## config.mk

```make
export PLATFORM = sky130hd
export DESIGN_NAME = prio_enc_4x2_irq
export DESIGN_NICKNAME = d
export VERILOG_FILES = /design/src/rtl/enc_pkg.sv /design/src/rtl/mux_2x1.sv /design/src/rtl/prio_enc_comb.sv /design/src/rtl/prio_enc_4x2_irq.sv
export SDC_FILE = /design/constraint.sdc
export NUM_CORES = 1
export LEC_CHECK = 0
export BUFFER_PORTS_ARGS = -buffer_cell sky130_fd_sc_hd__clkbuf_2
export CORE_MARGIN = 2
export CORE_UTILIZATION = 53
export CTS_BUF_LIST = sky130_fd_sc_hd__clkbuf_8 sky130_fd_sc_hd__clkbuf_16
export CTS_CLUSTER_SIZE = 16
export DETAILED_ROUTE_END_ITERATION = 10
export PLACE_DENSITY = 0.87
export SLEW_MARGIN = 25
export SYNTH_ARGS = -nofsm -noshare
export SYNTH_HDL_FRONTEND = slang
export SYNTH_HIERARCHICAL = 1
export SYNTH_SLANG_ARGS = --single-unit
```

## constraint.sdc

```tcl
create_clock -name clk -period 5.1 [get_ports clk]
set_clock_uncertainty 0.1 [all_clocks]
set_input_delay 0.765 -clock clk [delete_from_list [all_inputs] [get_ports clk]]
set_output_delay 0.765 -clock clk [all_outputs]
set_load 0.05 [all_outputs]
```

## src/rtl/enc_pkg.sv

```systemverilog
// rtl/enc_pkg.sv - shared types and helpers for the request priority encoder
package enc_pkg;

    localparam int N_DEF = 4;
    localparam int W_DEF = $clog2(N_DEF);

    typedef enum logic {
        IDLE    = 1'b0,
        PRESENT = 1'b1
    } state_t;

    // Highest set index wins; an all-zero vector yields 0 but is never presented.
    function automatic logic [W_DEF-1:0] prio_idx(input logic [N_DEF-1:0] vec);
        logic [W_DEF-1:0] idx;
        idx = '0;
        for (int i = 0; i < N_DEF; i++) begin
            if (vec[i]) idx = W_DEF'(i);
        end
        return idx;
    endfunction

    function automatic logic [W_DEF:0] popcount(input logic [N_DEF-1:0] vec);
        logic [W_DEF:0] cnt;
        cnt = '0;
        for (int i = 0; i < N_DEF; i++) begin
            cnt = cnt + {{W_DEF{1'b0}}, vec[i]};
        end
        return cnt;
    endfunction

endpackage

```

## src/rtl/mux_2x1.sv

```systemverilog
// rtl/mux_2x1.sv - width-parameterised 2:1 multiplexer cell
module mux_2x1 #(
    parameter int WIDTH = 1
) (
    input  logic [WIDTH-1:0] i_a,
    input  logic [WIDTH-1:0] i_b,
    input  logic             i_sel,
    output logic [WIDTH-1:0] o_y
);

    assign o_y = i_sel ? i_b : i_a;

endmodule

```

## src/rtl/prio_enc_comb.sv

```systemverilog
// rtl/prio_enc_comb.sv - combinational N-to-W priority encoder built as a mux chain
module prio_enc_comb
    import enc_pkg::*;
#(
    parameter int N = N_DEF,
    parameter int W = $clog2(N)
) (
    input  logic [N-1:0] i_vec,
    output logic [W-1:0] o_code
);

    // Stage i overrides the lower stages when bit i is set, so the top bit wins.
    logic [W-1:0] w_stage [N+1];

    assign w_stage[0] = '0;

    for (genvar i = 0; i < N; i++) begin : g_chain
        mux_2x1 #(.WIDTH(W)) u_mux (
            .i_a   (w_stage[i]),
            .i_b   (W'(i)),
            .i_sel (i_vec[i]),
            .o_y   (w_stage[i+1])
        );
    end

    assign o_code = w_stage[N];

endmodule

```

## src/rtl/prio_enc_4x2_irq.sv

```systemverilog
// rtl/prio_enc_4x2_irq.sv - registered priority encoder with request capture and valid/ack handshake
module prio_enc_4x2_irq
    import enc_pkg::*;
#(
    parameter int N = N_DEF,
    localparam int W = $clog2(N)
) (
    input  logic         clk,
    input  logic         rst_n,
    input  logic [N-1:0] req,
    input  logic         ack,
    input  logic         ovf_clr,
    output logic [W-1:0] code,
    output logic         valid,
    output logic [N-1:0] pending,
    output logic [N-1:0] ovf,
    output logic [W:0]   pend_cnt
);

    state_t       r_state;
    logic [W-1:0] r_code;
    logic         r_valid;
    logic [N-1:0] r_pending;
    logic [N-1:0] r_ovf;
    logic [W:0]   r_pend_cnt;

    logic [N-1:0] w_clr_mask;
    logic [N-1:0] w_nxt;
    logic [N-1:0] w_ovf_set;
    logic [W-1:0] w_prio;

    assign w_clr_mask = (r_valid && ack) ? (N'(1) << r_code) : '0;
    // A req on the bit being acked re-sets it, so req wins over the clear.
    assign w_nxt      = (r_pending & ~w_clr_mask) | req;
    assign w_ovf_set  = req & r_pending & ~w_clr_mask;

    prio_enc_comb #(.N(N), .W(W)) u_prio (
        .i_vec  (w_nxt),
        .o_code (w_prio)
    );

    always_ff @(posedge clk) begin
        if (!rst_n) begin
            r_state    <= IDLE;
            r_code     <= '0;
            r_valid    <= 1'b0;
            r_pending  <= '0;
            r_ovf      <= '0;
            r_pend_cnt <= '0;
        end else begin
            r_pending  <= w_nxt;
            r_pend_cnt <= popcount(w_nxt);
            r_ovf      <= (ovf_clr ? '0 : r_ovf) | w_ovf_set;
            case (r_state)
                IDLE: begin
                    if (w_nxt != '0) begin
                        r_state <= PRESENT;
                        r_valid <= 1'b1;
                        r_code  <= w_prio;
                    end
                end
                PRESENT: begin
                    // Without ack the presented code holds; new requests never preempt it.
                    if (ack) begin
                        if (w_nxt != '0) begin
                            r_code <= w_prio;
                        end else begin
                            r_state <= IDLE;
                            r_valid <= 1'b0;
                            r_code  <= '0;
                        end
                    end
                end
                default: begin
                    r_state <= IDLE;
                    r_valid <= 1'b0;
                    r_code  <= '0;
                end
            endcase
        end
    end

    assign code     = r_code;
    assign valid    = r_valid;
    assign pending  = r_pending;
    assign ovf      = r_ovf;
    assign pend_cnt = r_pend_cnt;

endmodule

```

== After elaboration in Yosys (flattened, before gate mapping) ==
Cells that the tools add are included.
Storage, ports and cells
  register bits: 15
  bits in latches: 0
  RAM bits: 0
  memory bits (read-only): 0
  bits of input ports: 8
  logic and storage cells: 40
  memories: 0
Operators by class
  add/subtract/negate cells: 3
  multipliers: 0
  div/mod/pow operators: 0
  magnitude comparators: 0
  equal/unequal tests: 3
  shift operators: 1
  mux-type cells: 16
  bitwise operators: 7
  reduce and logical (&&, ||, !) cells: 4
Operator list (number)
  4-bit bitwise AND: 3
  2-bit two-way mux: 5
  4-bit two-way mux: 2
  4-bit OR: 2
  1-bit two-way mux: 6
  2-bit inequality test (second input constant): 3
  4-bit NOT: 1
  1-bit one-hot mux with 2 select lines: 2
  2-bit one-hot mux with 2 select lines: 1
  4-bit nonzero test: 1
  1-bit by 2-bit left shift with 4-bit output (first input constant): 1
  2-bit by 1-bit adder with 3-bit output: 1
  3-bit by 1-bit adder with 3-bit output: 1
  3-bit AND reduction: 1
  1-bit by 1-bit adder with 2-bit output: 1
  2-bit AND reduction: 1
  1-bit logical AND: 1
  1-bit NOT: 1

== Depth between registers and ports, before layout ==
Gate-level depths: netlist (run 1).
  depth after elaboration: 11
  mapped depth: 11
  gate-level depth less buffers: 11

== Modules after synthesis ==
Netlist (run 1), hierarchy kept.
By module, submodules not included
  prio_enc_4x2_irq: times used 1, cells each 69, area an instance 665.6 sq um, sequential area each 300.3 sq um
  mux_2x1: times used 4, cells each 2, area an instance 22.5 sq um, sequential area each 0.0 sq um
  prio_enc_comb: times used 1, cells each 2, area an instance 7.5 sq um, sequential area each 0.0 sq um

== Least setup slack after synthesis (run 1) ==
OpenSTA, ideal clock, no wires.
  path kind: input to register
  from: input port ack
  to: register r_code[0] (netlist: code[0])
  library setup time: 0.126 ns
  data arrival time: 2.360 ns
  data required time: 4.874 ns
  setup slack: 2.514 ns
  stages: 10
  path through: nand2_1 -> o31a_1 -> nor2_1 -> inv_1 -> mux2_2 -> mux2_2 -> mux2_2 -> nand2_1 -> a311o_1 -> o21ai_0
RTL lines
  from (decl): RTL line prio_enc_4x2_irq.sv:11  | input logic ack,
  to (signal assigned): RTL line prio_enc_4x2_irq.sv:59  | r_code <= w_prio;
  to (signal assigned): RTL line prio_enc_4x2_irq.sv:66  | r_code <= w_prio;
  to (decl): RTL line prio_enc_4x2_irq.sv:21  | logic [W-1:0] r_code;

==> impl_summary.txt, run 1 <==
----------------------------------------------------
[STA]
  Shortest period the worst path allows ... 2.61 ns
  Unrepaired setup endpoints after global routing ... false
  Total negative slack ... 0 ns
  Number of failing setup endpoints in the final timing report ... 0
  Final-layout worst hold slack ... 0.383 ns
  Number of endpoints with negative hold slack in the final report ... 0
  Final period utilization ... 0.513
  Count of pins over their slew limit ... 0
  Maximum clock frequency ... 382 MHz
  Setup ws final ... 2.49 ns

[Yosys]
  Post-synthesis xor/xnor area fraction ... 0
  Synth Cell Area ... 763 sq um
  Adder-cell area share of the yosys netlist ... 0.0754
  Synth top area share ... 0.393
  Synthesized-area fraction occupied by ao, oa, aoi and oai cells ... 0.182
  Biggest area contributors in the synthesized netlist ... sky130_fd_sc_hd__dfxtp_1, sky130_fd_sc_hd__mux2_2, sky130_fd_sc_hd__ha_1
  Combinational family with the most area after synthesis ... compound AO/OA/AOI/OAI gates
  Count of cell types in the netlist ... 27
  Sequential fraction of the synthesis area ... 0.393
  Simple-gate share of the synthesized area ... 0.172
  Multiplexer share of the synthesized area ... 0.118
  Yosys warning count ... 6
  Number of instances in the synthesized netlist ... 79
  Mapped Avg Cell Area ... 9.66 sq um
  Synthesis-stage register bit count ... 15
  Library cell with the largest summed area after synthesis ... sky130_fd_sc_hd__dfxtp_1

[Worst hold path]
  Hold-critical path depth ... 2
  End point of the worst hold path ... ovf[0]$_SDFF_PN0_
  Worst hold-check path type ... reg2reg
  Worst Min Path Start ... ovf[0]$_SDFF_PN0_

[Routing]
  # DRC ... 0
  Number of routed nets with antenna violations ... 0
  Post-detailed-routing wire length ... 1580 um
  Detail-routed net length per standard cell ... 12.6 um
  Routed via count divided by cell count ... 5.22
  DRC violation total after the first TritonRoute iteration ... 19
  Count of vias placed by the detailed router ... 658
  Detailed-routing iteration count for the pre-antenna-repair pass ... 4

[Flow run]
  # Max-Cap Violations ... 0

[Place]
  Cell count after placement ... 122
  Port Buffers ... 21
  Hpwl dp ... 1150 um
  Final RePlAce weighted congestion ... 0.750
  Worst slack at placement ... 2.23 ns

[Final layout]
  Antenna fix cells ... 0
  Fin nets ... 124
  Final Core Density ... 0.727
  Fin cells ... 126
  Fraction of layout cells with a size suffix above 1 ... 0.315
  Fill cells ... 103
  Area of combinational cells with multiple inputs ... 455 sq um
  Sequential cell area ... 300 sq um
  Synthesis-to-finish area growth ... 25.6%

[Die]
  Floorplan die area ... 1760 sq um
  Number of placement rows ... 13
  Overall die height ... 42.0 um
  Horizontal die dimension ... 42.0 um
  Core area ... 1320 sq um
  Number of placed I/O pins ... 22
  Starting density of the core ... 0.579

[GRT]
  Maximum number of pins on one net before global-route repair ... 18
  Overflow left after global routing ... 0
  Number of antenna violations at the first check in global routing ... 0
  Wire length of the first global-routing pass ... 2890 um
  Tot GR Track Use ... 0.218
  Via count of the first global-routing pass ... 657

[Worst setup path]
  Slowest cell delay on critical path ... 0.28 ns
  Element type at the critical path end ... flop
  Crit Path Max Fanout ... 5
  Worst r2r path cells ... 10
  Worst setup path startpoint ... ack
  Type of origin of the critical path ... input port
  Reg-to-Reg End ... code[0]$_SDFFE_PN0P_
  Slowest cell on the critical path ... sky130_fd_sc_hd__mux2_2
  Number of buffer and inverter stages on the critical path ... 2
  Worst reg2reg setup slack ... 2.71 ns
  Critical setup path kind ... in2reg
  Cell Chain, Critical Path ... clkbuf_2 > nand2_1 > o31a_1 > nor2_1 > inv_1 > mux2_2 > mux2_2 > mux2_2 > nand2_1 > a311o_1 > o21ai_0
  Arrival time worst endpoint ... 2.64 ns
  Data required time at the worst endpoint ... 5.13 ns
  CP delay by family, top ... multiplexers
  Critical R2R Launch ... valid$_SDFFE_PN0P_
  Cell type with the highest occurrence count on the critical path ... sky130_fd_sc_hd__mux2_2

[Clocking]
  Clock network latency to the later pin of the worst-skew pair ... 0.24 ns
  Clock-pin slew reported for the worst setup and hold paths after clock tree synthesis ... 0.06 ns
  Number of sinks handled by clock tree synthesis ... 15
  Number of setup buffers added after CTS ... 0
  Cts-stage hold buffer count ... 0
  # H-tree levels ... 1
  Clock tree from TritonCTS ... done
  CTS buffer count ... 3
  Maximum clock insertion buffer count ... 2
  Quantity of gates resized following cts ... 0
  Library cell used as clock root buffer ... sky130_fd_sc_hd__clkbuf_8

[Power]
  Leakage ... 0.451 nW
  Sw frac ... 0.338
  P_int ... 0.208 mW
  Clock network fraction of total power ... 0.298
  Combinational fraction of design power ... 0.273
  Sequential Power Share ... 0.429
  Max rail drop VDD ... 0.209 mV
  Reported net switching power ... 0.106 mW
  Power per cell area ... 327 nW/um^2

[Outcome]
  Outcome ... complete, no violations

----------------------------------------------------
[registers in the layout, indices dropped and copies added, names as in the netlist]
signal    count
valid         1
pend_cnt      3
ovf           4
r_state       1
pending       4
code          2
[per-layer routing]
layer	vias to the layer above	routed length (um)	global-route usage
li1	328	-	-
met1	305	718	0.266
met2	23	757	0.359
met3	2	88	0.0435
met4	0	17	0.116
met5	-	0	0
[how the worst max path moves through the flow]
stage                           endpoint  slack, ns  cells past startpoint
finish              code[0]$_SDFFE_PN0P_       2.49                     11
global route        code[0]$_SDFFE_PN0P_       2.34                     11
CTS                 code[0]$_SDFFE_PN0P_       2.48                     11
detailed placement  code[0]$_SDFFE_PN0P_       2.23                     11
global placement    code[0]$_SDFFE_PN0P_       2.30                     11
floorplan           code[0]$_SDFFE_PN0P_       2.51                     10
[power by group through the flow]
stage          clock, mW  sequential, mW  combinational, mW
2_1_floorplan          0           0.169             0.0322
6_report          0.0935           0.135             0.0855
3_5_place_dp           0           0.137             0.0849
5_1_grt            0.100           0.136             0.0934
3_3_place_gp           0           0.136             0.0827
4_1_cts           0.0956           0.135             0.0856
[synthesized netlist by cell type]
master,number
sky130_fd_sc_hd__a311o_1,2
sky130_fd_sc_hd__mux2_2,8
sky130_fd_sc_hd__o221a_1,1
sky130_fd_sc_hd__nand3_2,1
sky130_fd_sc_hd__a21boi_0,1
sky130_fd_sc_hd__nand4_1,1
sky130_fd_sc_hd__a31oi_1,1
sky130_fd_sc_hd__clkbuf_1,1
sky130_fd_sc_hd__nand4b_1,1
sky130_fd_sc_hd__o31a_1,2
sky130_fd_sc_hd__o21a_1,1
sky130_fd_sc_hd__inv_1,9
sky130_fd_sc_hd__a32oi_1,2
sky130_fd_sc_hd__nand2_1,8
sky130_fd_sc_hd__a21oi_2,1
sky130_fd_sc_hd__fa_1,1
sky130_fd_sc_hd__ha_1,3
sky130_fd_sc_hd__a22oi_1,1
sky130_fd_sc_hd__o21ai_0,2
sky130_fd_sc_hd__conb_1,2
sky130_fd_sc_hd__a21oi_4,1
sky130_fd_sc_hd__nor2b_1,5
sky130_fd_sc_hd__a41oi_1,1
sky130_fd_sc_hd__nor2_1,3
sky130_fd_sc_hd__and2b_1,2
sky130_fd_sc_hd__and2_1,3
sky130_fd_sc_hd__dfxtp_1,15
[worst min-delay path, stage by stage (launching register included)]
cell and delay (ns):
sky130_fd_sc_hd__dfxtp_1 0.31, sky130_fd_sc_hd__nand2_1 0.06, sky130_fd_sc_hd__a21boi_0 0.07
[stage by stage]
stage	instance area [sq um]	total power, mW
2_1_floorplan	793	0.201
3_3_place_gp	913	0.219
3_5_place_dp	913	0.222
4_1_cts	958	0.316
5_1_grt	958	0.329
6_report	958	0.314
[placed cells by master, fill, tap and decap left out, types with 3 or more instances in the layout]
cell type / Yosys / layout
sky130_fd_sc_hd__clkbuf_2: 0 / 21
sky130_fd_sc_hd__dfxtp_1: 15 / 15
sky130_fd_sc_hd__inv_1: 9 / 10
sky130_fd_sc_hd__conb_1: 2 / 10
sky130_fd_sc_hd__nand2_1: 8 / 8
sky130_fd_sc_hd__mux2_2: 8 / 8
sky130_fd_sc_hd__nor2b_1: 5 / 5
sky130_fd_sc_hd__nor2_1: 3 / 3
sky130_fd_sc_hd__and2_1: 3 / 3
sky130_fd_sc_hd__ha_1: 3 / 3
sky130_fd_sc_hd__clkbuf_8: 0 / 3
[cell families (layout without fill, tap and decap cells)]
group                      Yosys count  after routing
buffers and inverters               10             34
AOI/OAI and AO/OA                   16             16
adders and majority gates            4              4
and+or+nand+nor                     24             24
DFF                                 15             15
muxes                                8              8
other                                2             10
[area by class of cell]
type,count,share of cell area
clock buffers,3,0.0431
clock inverters,1,0.00392
inverters,9,0.0352
multi-input cells,62,0.475
flip-flops and latches,15,0.313
well taps,15,0.0196
repair buffers,21,0.110
No activity file was read; power rests on OpenSTA's default activity.
==> run 2: changes to the inputs <==
Settings changed: CORE_UTILIZATION 53 to 49, PLACE_DENSITY 0.87 to 0.82.
Clock period 5.1 ns to 2.5 ns, I/O delays scaled along.
==> impl_summary.txt, run 2 (synthesis gave the netlist of run 1 again) <==
----------------------------------------------------
[Outcome]
  Outcome ... complete, no violations (unchanged)

[Worst hold path]
  Worst hold-check path type ... in2reg (was reg2reg)

[Clocking]
  Library cell used as clock root buffer ... sky130_fd_sc_hd__clkbuf_8 (unchanged)
  Maximum clock insertion buffer count ... 2 (unchanged)
  Number of sinks handled by clock tree synthesis ... 15 (unchanged)
  Clock network latency to the later pin of the worst-skew pair ... 0.24 ns (about the same)
  Quantity of gates resized following cts ... 0 (unchanged)
  CTS buffer count ... 3 (unchanged)
  # H-tree levels ... 1 (unchanged)
  Number of setup buffers added after CTS ... 0 (unchanged)
  Clock tree from TritonCTS ... done (unchanged)
  Clock-pin slew reported for the worst setup and hold paths after clock tree synthesis ... 0.06 ns (about the same)
  Cts-stage hold buffer count ... 0 (unchanged)

[STA]
  Unrepaired setup endpoints after global routing ... false (unchanged)
  Number of endpoints with negative hold slack in the final report ... 0 (unchanged)
  Shortest period the worst path allows ... 2.23 ns
  Number of failing setup endpoints in the final timing report ... 0 (unchanged)
  Total negative slack ... 0 ns (unchanged)
  Count of pins over their slew limit ... 0 (unchanged)
  Final period utilization ... 0.893
  Maximum clock frequency ... 448 MHz

[Routing]
  Routed via count divided by cell count ... 5.16 (was 5.22)
  Detail-routed net length per standard cell ... 12.5 um (was 12.6 um)
  Detailed-routing iteration count for the pre-antenna-repair pass ... 3 (was 4)
  # DRC ... 0 (unchanged)
  Number of routed nets with antenna violations ... 0 (unchanged)
  Post-detailed-routing wire length ... 1630 um (was 1580 um)
  Count of vias placed by the detailed router ... 676 (was 658)
  DRC violation total after the first TritonRoute iteration ... 17 (was 19)

[Power]
  Sequential Power Share ... 0.426 (was 0.429)
  Final total power ... 0.649 mW (was 0.314 mW)
  Leakage ... 0.471 nW (was 0.451 nW)
  Max rail drop VDD ... 0.441 mV (was 0.209 mV)
  Power per cell area ... 654 nW/um^2 (was 327 nW/um^2)
  P_int ... 0.430 mW (was 0.208 mW)
  Sw frac ... 0.336 (was 0.338)
  Clock network fraction of total power ... 0.292 (was 0.298)
  Reported net switching power ... 0.218 mW (was 0.106 mW)
  Combinational fraction of design power ... 0.282 (was 0.273)

[Place]
  Final RePlAce weighted congestion ... 0.741 (was 0.750)
  Hpwl dp ... 1200 um (was 1150 um)
  Port Buffers ... 21 (unchanged)

[Final layout]
  Fin nets ... 128 (was 124)
  Commonest non-fill, non-tap cell in the layout ... sky130_fd_sc_hd__clkbuf_2 (unchanged)
  Synthesis-to-finish area growth ... 30.0% (was 25.6%)
  Fill cells ... 129 (was 103)
  Fraction of layout cells with a size suffix above 1 ... 0.357 (was 0.315)
  Antenna fix cells ... 0 (unchanged)
  Most frequent cells in the layout ... sky130_fd_sc_hd__clkbuf_2, sky130_fd_sc_hd__dfxtp_1, sky130_fd_sc_hd__inv_1, sky130_fd_sc_hd__conb_1 (unchanged)

[Worst setup path]
  Arrival time worst endpoint ... 2.27 ns (was 2.64 ns)
  Element type at the critical path end ... flop (unchanged)
  Critical setup path kind ... reg2reg (was in2reg)
  Data required time at the worst endpoint ... 2.54 ns (was 5.13 ns)
  Type of origin of the critical path ... flop (was input port)
  Crit Path Max Fanout ... 6 (was 5)

[Die]
  Number of placed I/O pins ... 22 (unchanged)
  Overall die height ... 43.5 um (was 42.0 um)
  Core area ... 1490 sq um (was 1320 sq um)
  Number of placement rows ... 14 (was 13)
  Floorplan die area ... 1890 sq um (was 1760 sq um)
  Horizontal die dimension ... 43.5 um (was 42.0 um)
  Starting density of the core ... 0.513 (was 0.579)

[GRT]
  Overflow left after global routing ... 0 (unchanged)
  Tot GR Track Use ... 0.210 (was 0.218)
  Via count of the first global-routing pass ... 720 (was 657)
  Maximum number of pins on one net before global-route repair ... 18 (unchanged)
  Wire length of the first global-routing pass ... 2990 um (was 2890 um)
  Number of antenna violations at the first check in global routing ... 0 (unchanged)

[Flow run]
  # Max-Cap Violations ... 0 (unchanged)

----------------------------------------------------
-- run 2: area by class of cell --
cell class / count / area, sq um / share of cell area
clock inverter: 1 / 3.75 / 0.00378
sequential: 15 / 303 / 0.305
inverter: 9 / 33.8 / 0.0340
timing repair buffer: 25 / 135 / 0.136
clock buffer: 3 / 41.3 / 0.0416
tap: 16 / 20.0 / 0.0202
multi-input combinational: 62 / 455 / 0.459
-- run 2: power groups by stage --
stage	clock, mW	combinational [mW]	sequential (mW)
floorplan	0	0.0656	0.345
global placement	0	0.176	0.278
detailed placement	0	0.182	0.280
CTS	0.193	0.185	0.275
global route	0.201	0.201	0.278
finish	0.189	0.183	0.276
-- run 2: critical path, cell delays in order (launching register included) --
cell and delay [ns]:
sky130_fd_sc_hd__dfxtp_2 0.38, sky130_fd_sc_hd__inv_1 0.05, sky130_fd_sc_hd__o31a_1 0.28, sky130_fd_sc_hd__nor2_1 0.15, sky130_fd_sc_hd__buf_4 0.16, sky130_fd_sc_hd__fa_1 0.40, sky130_fd_sc_hd__inv_1 0.07, sky130_fd_sc_hd__ha_1 0.15
sky130_fd_sc_hd__ha_1 0.23, sky130_fd_sc_hd__and2_1 0.15
-- run 2: per-layer routing --
metal,vias to the layer above,track usage,share of wire
met5,-,0,0
met4,0,0.127,0.025
met2,16,0.352,0.51
met1,317,0.249,0.44
li1,339,-,-
met3,4,0.0375,0.025
-- run 2: metrics by stage --
stage                     utilization  area, sq um  hold WS, ns  setup WS [ns]  cells
after floorplan                     -          796        0.400         0.0850     87
after detailed placement        0.636          947        0.378          0.127    127
final                           0.666          992        0.286          0.269    131
after global placement          0.636          947        0.362          0.258    127
after CTS                       0.666          992        0.285          0.261    131
after global routing            0.666          992        0.303          0.129    131
-- run 2: final timing paths --
| path | startpoint | end | slack (ns) | cells after the start |
|---|---|---|---|---|
| worst max register to register | code[0]$_SDFFE_PN0P_ | pend_cnt[1]$_SDFF_PN0_ | 0.27 | 9 |
| worst max-delay path | code[0]$_SDFFE_PN0P_ | pend_cnt[1]$_SDFF_PN0_ | 0.27 | 9 |
| worst min-delay path | req[0] | ovf[0]$_SDFF_PN0_ | 0.29 | 3 |
| worst min register to register | ovf[0]$_SDFF_PN0_ | ovf[0]$_SDFF_PN0_ | 0.39 | 2 |
